### src/rtl/issue_scoreboard.sv
// ---------------------------------------------------------------------------
// issue_scoreboard
//
// Sits between decode and execute. Keeps one busy bit per architectural
// register for every in-flight instruction that will write back, stalls
// decode on RAW/WAW hazards against those pending writes, and sequences
// fence-style drains (RUN -> DRAIN -> DONE -> RUN). A saturating counter
// records the number of stalled cycles.
//
// Ports:
//   clk_i, reset_i          clock (rising edge), async active-high reset
//   id_valid_i              decode holds a valid instruction
//   id_rs1_i/id_rs2_i/id_rd_i   register addresses of that instruction
//   id_uses_rs1_i/id_uses_rs2_i whether rs1/rs2 are actually read
//   id_regwrite_i           instruction writes rd
//   wb_valid_i, wb_rd_i     writeback to the register file this cycle
//   flush_i                 pipeline squash, clears every busy bit
//   drain_req_i             fence request (level, sampled only in RUN)
//   issue_o                 instruction advances to execute this cycle
//   stall_o                 hold fetch/decode
//   drain_done_o            one-cycle pulse when a drain completes
//   busy_o                  busy vector, bit 0 always 0
//   outstanding_o           registered popcount of busy_o
//   stall_cnt_o             saturating count of stalled cycles
// ---------------------------------------------------------------------------
module issue_scoreboard #(
    parameter int NREGS     = 32,
    parameter int WB_BYPASS = 1,
    parameter int CNT_W     = 32
) (
    input  logic             clk_i,
    input  logic             reset_i,
    input  logic             id_valid_i,
    input  logic [4:0]       id_rs1_i,
    input  logic [4:0]       id_rs2_i,
    input  logic [4:0]       id_rd_i,
    input  logic             id_uses_rs1_i,
    input  logic             id_uses_rs2_i,
    input  logic             id_regwrite_i,
    input  logic             wb_valid_i,
    input  logic [4:0]       wb_rd_i,
    input  logic             flush_i,
    input  logic             drain_req_i,
    output logic             issue_o,
    output logic             stall_o,
    output logic             drain_done_o,
    output logic [NREGS-1:0] busy_o,
    output logic [5:0]       outstanding_o,
    output logic [CNT_W-1:0] stall_cnt_o
);

    typedef enum logic [1:0] {
        ST_RUN   = 2'd0,
        ST_DRAIN = 2'd1,
        ST_DONE  = 2'd2
    } state_t;

    state_t           state_q, state_d;
    logic [NREGS-1:0] busy_q, busy_d;
    logic [5:0]       outstanding_q, outstanding_d;
    logic [CNT_W-1:0] stall_cnt_q, stall_cnt_d;

    logic [NREGS-1:0] wb_clr;
    logic [NREGS-1:0] issue_set;
    logic [NREGS-1:0] eb;
    logic [NREGS-1:0] busy_after_clr;
    logic             hazard;

    // Writeback clear mask and the busy view the hazard check sees. With
    // the bypass enabled the register file is write-through, so a register
    // being written back this cycle is already safe to read.
    always_comb begin
        wb_clr = '0;
        if (wb_valid_i) begin
            wb_clr[wb_rd_i] = 1'b1;
        end
        busy_after_clr = busy_q & ~wb_clr;
        if (WB_BYPASS != 0) begin
            eb = busy_after_clr;
        end else begin
            eb = busy_q;
        end
        eb[0] = 1'b0;
    end

    // RAW on either source, or WAW on the destination.
    always_comb begin
        hazard = id_valid_i & ((id_uses_rs1_i & eb[id_rs1_i]) |
                               (id_uses_rs2_i & eb[id_rs2_i]) |
                               (id_regwrite_i & eb[id_rd_i]));
    end

    // Issue/stall/drain outputs. They are forced low while reset is held so
    // that an asynchronous reset quiets the pipeline without a clock edge.
    always_comb begin
        issue_o      = 1'b0;
        stall_o      = 1'b0;
        drain_done_o = 1'b0;
        case (state_q)
            ST_RUN: begin
                issue_o = id_valid_i & ~hazard & ~flush_i & ~drain_req_i;
                stall_o = id_valid_i & (hazard | drain_req_i) & ~flush_i;
            end
            ST_DRAIN: begin
                stall_o = id_valid_i & ~flush_i;
            end
            ST_DONE: begin
                stall_o      = id_valid_i & ~flush_i;
                drain_done_o = 1'b1;
            end
            default: begin
                issue_o = 1'b0;
            end
        endcase
        if (reset_i) begin
            issue_o      = 1'b0;
            stall_o      = 1'b0;
            drain_done_o = 1'b0;
        end
    end

    // Busy vector update: clear first, then set, so an issue to a register
    // whose older write lands in the same cycle leaves it busy.
    always_comb begin
        issue_set = '0;
        if (issue_o & id_regwrite_i & (id_rd_i != 5'd0)) begin
            issue_set[id_rd_i] = 1'b1;
        end
        if (flush_i) begin
            busy_d = '0;
        end else begin
            busy_d = busy_after_clr | issue_set;
        end
        busy_d[0] = 1'b0;
    end

    // Drain sequencing. Completion looks at the vector after this cycle's
    // writeback clear, so the pulse follows the last clear by one cycle.
    always_comb begin
        state_d = state_q;
        case (state_q)
            ST_RUN: begin
                if (drain_req_i) begin
                    state_d = ST_DRAIN;
                end
            end
            ST_DRAIN: begin
                if (busy_after_clr == '0) begin
                    state_d = ST_DONE;
                end
            end
            ST_DONE: begin
                state_d = ST_RUN;
            end
            default: begin
                state_d = ST_RUN;
            end
        endcase
        if (flush_i) begin
            state_d = ST_RUN;
        end
    end

    // Outstanding count tracks the next busy vector so it lines up with
    // busy_o once registered.
    always_comb begin
        outstanding_d = '0;
        for (int i = 0; i < NREGS; i++) begin
            outstanding_d = outstanding_d + {5'd0, busy_d[i]};
        end
    end

    // Stall counter holds at all-ones instead of wrapping.
    always_comb begin
        stall_cnt_d = stall_cnt_q;
        if (stall_o && (stall_cnt_q != {CNT_W{1'b1}})) begin
            stall_cnt_d = stall_cnt_q + {{(CNT_W-1){1'b0}}, 1'b1};
        end
    end

    always_ff @(posedge clk_i or posedge reset_i) begin
        if (reset_i) begin
            state_q       <= ST_RUN;
            busy_q        <= '0;
            outstanding_q <= '0;
            stall_cnt_q   <= '0;
        end else begin
            state_q       <= state_d;
            busy_q        <= busy_d;
            outstanding_q <= outstanding_d;
            stall_cnt_q   <= stall_cnt_d;
        end
    end

    assign busy_o        = busy_q;
    assign outstanding_o = outstanding_q;
    assign stall_cnt_o   = stall_cnt_q;

endmodule
### config.mk
export PLATFORM = sky130hd
export DESIGN_NAME = issue_scoreboard
export DESIGN_NICKNAME = d
export VERILOG_FILES = /design/src/rtl/issue_scoreboard.sv
export SDC_FILE = /design/constraint.sdc
export NUM_CORES = 1
export LEC_CHECK = 0
export BUFFER_PORTS_ARGS = -buffer_cell sky130_fd_sc_hd__buf_4
export CAP_MARGIN = 20
export CORE_MARGIN = 5
export CORE_UTILIZATION = 34
export DETAILED_ROUTE_END_ITERATION = 10
export HOLD_SLACK_MARGIN = 0.08
export PLACE_DENSITY = 0.5
export SYNTH_ARGS = -nofsm -noshare
export SYNTH_HDL_FRONTEND = slang
export SYNTH_SLANG_ARGS = --single-unit
### constraint.sdc
create_clock -name clk_i -period 12.7 [get_ports clk_i]
set_input_delay 1.905 -clock clk_i [delete_from_list [all_inputs] [get_ports clk_i]]
set_output_delay 1.905 -clock clk_i [all_outputs]
set_load 0.005 [all_outputs]
==> impl_metrics.json <==
{
  "setup_ws_ns": 2.75,
  "clockRootBuffer": "clkbuf_16",
  "critical_path_class": "input pin to flop",
  "tightest_slew_ns": 1.19,
  "die_area_mm2": 0.0190,
  "rr_endpoint": "outstanding_o[4]",
  "grt_usage": 0.233,
  "core_area_mm2": 0.0159,
  "detailed_place_hpwl_mm": 16.7,
  "crit_fanout": 37,
  "end_kind": "flop",
  "fin_area_mm2": 0.00680,
  "cp-startpoint": "wb_rd_i[3]",
  "regToRegStartpoint": "busy_o[17]",
  "placed_area_mm2": 0.00651,
  "maxCapViolations": 0,
  "grt_max_degree": 73,
  "overflow": 0,
  "clkPwrFrac": 0.428,
  "netlist_area_mm2": 0.00555,
  "finClkSkew_ns": 0.0119,
  "cp-start-kind": "input pin",
  "ctsHoldBuffers": 0,
  "finalNetCount": 793,
  "cts_tree": "built",
  "drc_errors": 0,
  "ios": 102,
  "clk_pin_slew_ns": 0.07,
  "start_util": 0.348,
  "cellPowerDensity_mw_per_mm2": 86.3,
  "syn_avg_cell_area_um2": 8.65,
  "placementRows": 46,
  "ys_seq_area_frac": 0.320,
  "endpoint": "outstanding_o[4]",
  "p_leak_nw": 3.16,
  "wl_per_cell_um": 22.9,
  "total_power_mw": 0.586,
  "first_global_vias": 5283,
  "finalHoldViolCount": 0,
  "combPwrFrac": 0.152,
  "rrSetupSlack_ns": 4.98,
  "p_int_mw": 0.404,
  "vias_per_cell": 5.76,
  "synth_edf_count": 0,
  "synth_cell_types": 65,
  "post-route-period-util": 0.783,
  "drive_gt1_frac": 0.194,
  "die_w_um": 138,
  "clkLatencyLatePin_ns": 0.34,
  "status": "finished clean",
  "postSynthCellCount": 641,
  "io_buffers": 100,
  "ys_warn_count": 0,
  "first_pass_iters": 5,
  "ys_seq_elements": 71,
  "min_period_ns": 9.95,
  "hold_class": "flop to flop",
  "r2r_cells": 24,
  "ant_nets": 0,
  "slew_viol_final": 0,
  "cts_buffers": 9,
  "async_reset_ff_frac": 1.00,
  "diodes": 0,
  "place_ws_ns": 2.52,
  "fmax_ghz": 0.101,
  "drt-total-wl_mm": 21.7,
  "dp.cells": 933,
  "syn-num-nets": 706,
  "worstPathRequired_ns": 12.96,
  "htreeDepth": 3,
  "relSlewSlack": 0.202,
  "cts_setup_buffers": 0,
  "grt_antenna_before_repair": 0,
  "p_seq_frac": 0.420,
  "syn_to_final_growth_pct": 22.5,
  "clock_sinks": 71,
  "place_congestion": 1.01,
  "critPathArrivalTime_ns": 10.21,
  "setup-violations-final": 0,
  "grt_pass1_wl_mm": 33.0,
  "drtIter0Drc": 725,
  "dieHeight_um": 138,
  "peakVddDrop_mv": 0.0582,
  "post_cts_resized": 0,
  "synthFlopType": "dfrtp_1",
  "clockBufferDepth": 2,
  "num_vias": 5470,
  "switching_share": 0.312,
  "instances_no_fill": 949,
  "switchingPower_mw": 0.183,
  "rsz0062_at_grt": "no",
  "final.setup.tns_ns": 0
}
## synth_stat cells, drive strengths merged (2+ instances only)
master | count | area (µm²)
a22o | 5 | 43.8
inv | 37 | 139
nor3 | 30 | 150
nand4bb | 3 | 33.8
o21ai | 61 | 305
ha | 13 | 163
nand4 | 16 | 100
nor4b | 4 | 35.0
dfrtp | 71 | 1780
a21oi | 19 | 95.1
a41o | 2 | 20.0
nor2 | 60 | 228
a22oi | 4 | 30.0
a211oi | 2 | 15.0
xor2 | 2 | 17.5
mux2i | 15 | 150
o2bb2ai | 12 | 105
clkbuf | 25 | 93.8
or2 | 4 | 25.0
a31oi | 3 | 18.8
nand3 | 24 | 120
and2 | 3 | 18.8
xnor2 | 33 | 289
a21o | 15 | 113
a32oi | 2 | 17.5
a311oi | 2 | 17.5
nand4b | 6 | 52.6
fa | 23 | 460
nand2b | 6 | 37.5
nor2b | 12 | 75.1
nor4 | 10 | 62.6
o22ai | 8 | 50.1
o2111ai | 7 | 61.3
and3 | 12 | 75.1
nand2 | 40 | 150
buf | 13 | 65.1
o21a | 4 | 30.0
mux2 | 3 | 33.8
o211ai | 8 | 60.1
a21boi | 3 | 22.5
a31o | 2 | 17.5
o311ai | 3 | 43.8
## flip-flops by register name, indices dropped and copies added (netlist names)
register and count:
state_q 2, outstanding_o 6, stall_cnt_o 32, busy_o 31
## worst max-delay path, cell delays in order
cell      delay, ns
buf_4          0.14
nand4b_1       0.45
o21ai_0        1.08
o22ai_1        0.13
nor4_1         0.40
a31oi_1        0.13
a31oi_1        0.30
o311ai_4       0.17
buf_4          0.29
nor2_1         0.63
a21oi_1        0.24
fa_1           0.53
fa_1           0.51
inv_1          0.05
fa_1           0.49
inv_1          0.05
fa_1           0.47
fa_1           0.51
inv_1          0.05
fa_1           0.45
fa_1           0.40
inv_1          0.09
fa_1           0.20
inv_1          0.05
a21o_1         0.16
a21oi_1        0.16
xnor2_1        0.13
## per-stage QoR
| stage | utilization | hold WS [ns] |
|---|---|---|
| floorplan | - | 0.482 |
| global placement | 0.407 | 0.482 |
| detailed placement | 0.408 | 0.490 |
| CTS | 0.426 | 0.499 |
| global route | 0.426 | 0.516 |
| finish | 0.426 | 0.501 |
## layout by cell type, fill, tap and decap left out, types with 9 or more instances in the layout
cell type  instances
nor3_1            30
nand4_1           16
o2bb2ai_1         12
o21ai_0           34
mux2i_1           15
and3_1            12
nand2_1           40
ha_1              13
dfrtp_1           71
xnor2_1           33
o21ai_1           27
a21o_1            15
clkbuf_16          9
inv_1             35
buf_4            112
nor4_1            10
a21oi_1           19
nand3_1           24
fa_1              23
nor2b_1           12
nor2_1            59
## final cells by class
type                       instances  area (µm²)
tap                              216         270
clock buffer                       9         225
multi-input combinational        494        3470
clock inverter                     7        62.6
fill                            1642        9150
sequential                        71        1780
inverter                          38         143
timing repair buffer             114         851
## how the worst min path moves through the flow
stage | startpoint | to | slack (ns) | cells after the start
2_1_floorplan | stall_cnt_o[5] | stall_cnt_o[5] | 0.48 | 1
3_3_place_gp | stall_cnt_o[16] | stall_cnt_o[16] | 0.48 | 1
3_5_place_dp | stall_cnt_o[7] | stall_cnt_o[7] | 0.49 | 1
4_1_cts | stall_cnt_o[7] | stall_cnt_o[7] | 0.50 | 1
5_1_grt | stall_cnt_o[16] | stall_cnt_o[16] | 0.52 | 1
6_report | stall_cnt_o[7] | stall_cnt_o[7] | 0.50 | 1
## routing by layer
metal | up-vias | share of wire | track usage
met2 | 260 | 0.45 | 0.343
li1 | 2490 | - | -
met5 | - | 0 | 0
met4 | 0 | 0.020 | 0.0609
met3 | 32 | 0.074 | 0.0420
met1 | 2688 | 0.46 | 0.349
## power groups by stage
stage	Clock (mW)	Combinational, mW	Sequential (mW)
after detailed placement	0	0.0887	0.250
after global routing	0.269	0.0978	0.247
after CTS	0.257	0.0891	0.245
final	0.251	0.0892	0.246
after floorplan	0	0.0523	0.247
after global placement	0	0.0889	0.250
## cell families (layout without fill, tap and decap cells)
logic type,after synthesis,count (layout),synth area share
AND/OR/NAND/NOR,235,235,0.218
flip-flops,71,71,0.320
XOR/XNOR,35,35,0.0553
multiplexers,19,19,0.0372
AO/OA/AOI/OAI,168,168,0.202
adder cells (fa/ha/maj),36,36,0.112
buffers and inverters,76,168,0.0544
other,1,1,0.000676
Note: power is estimated with default switching activity, not from simulation.
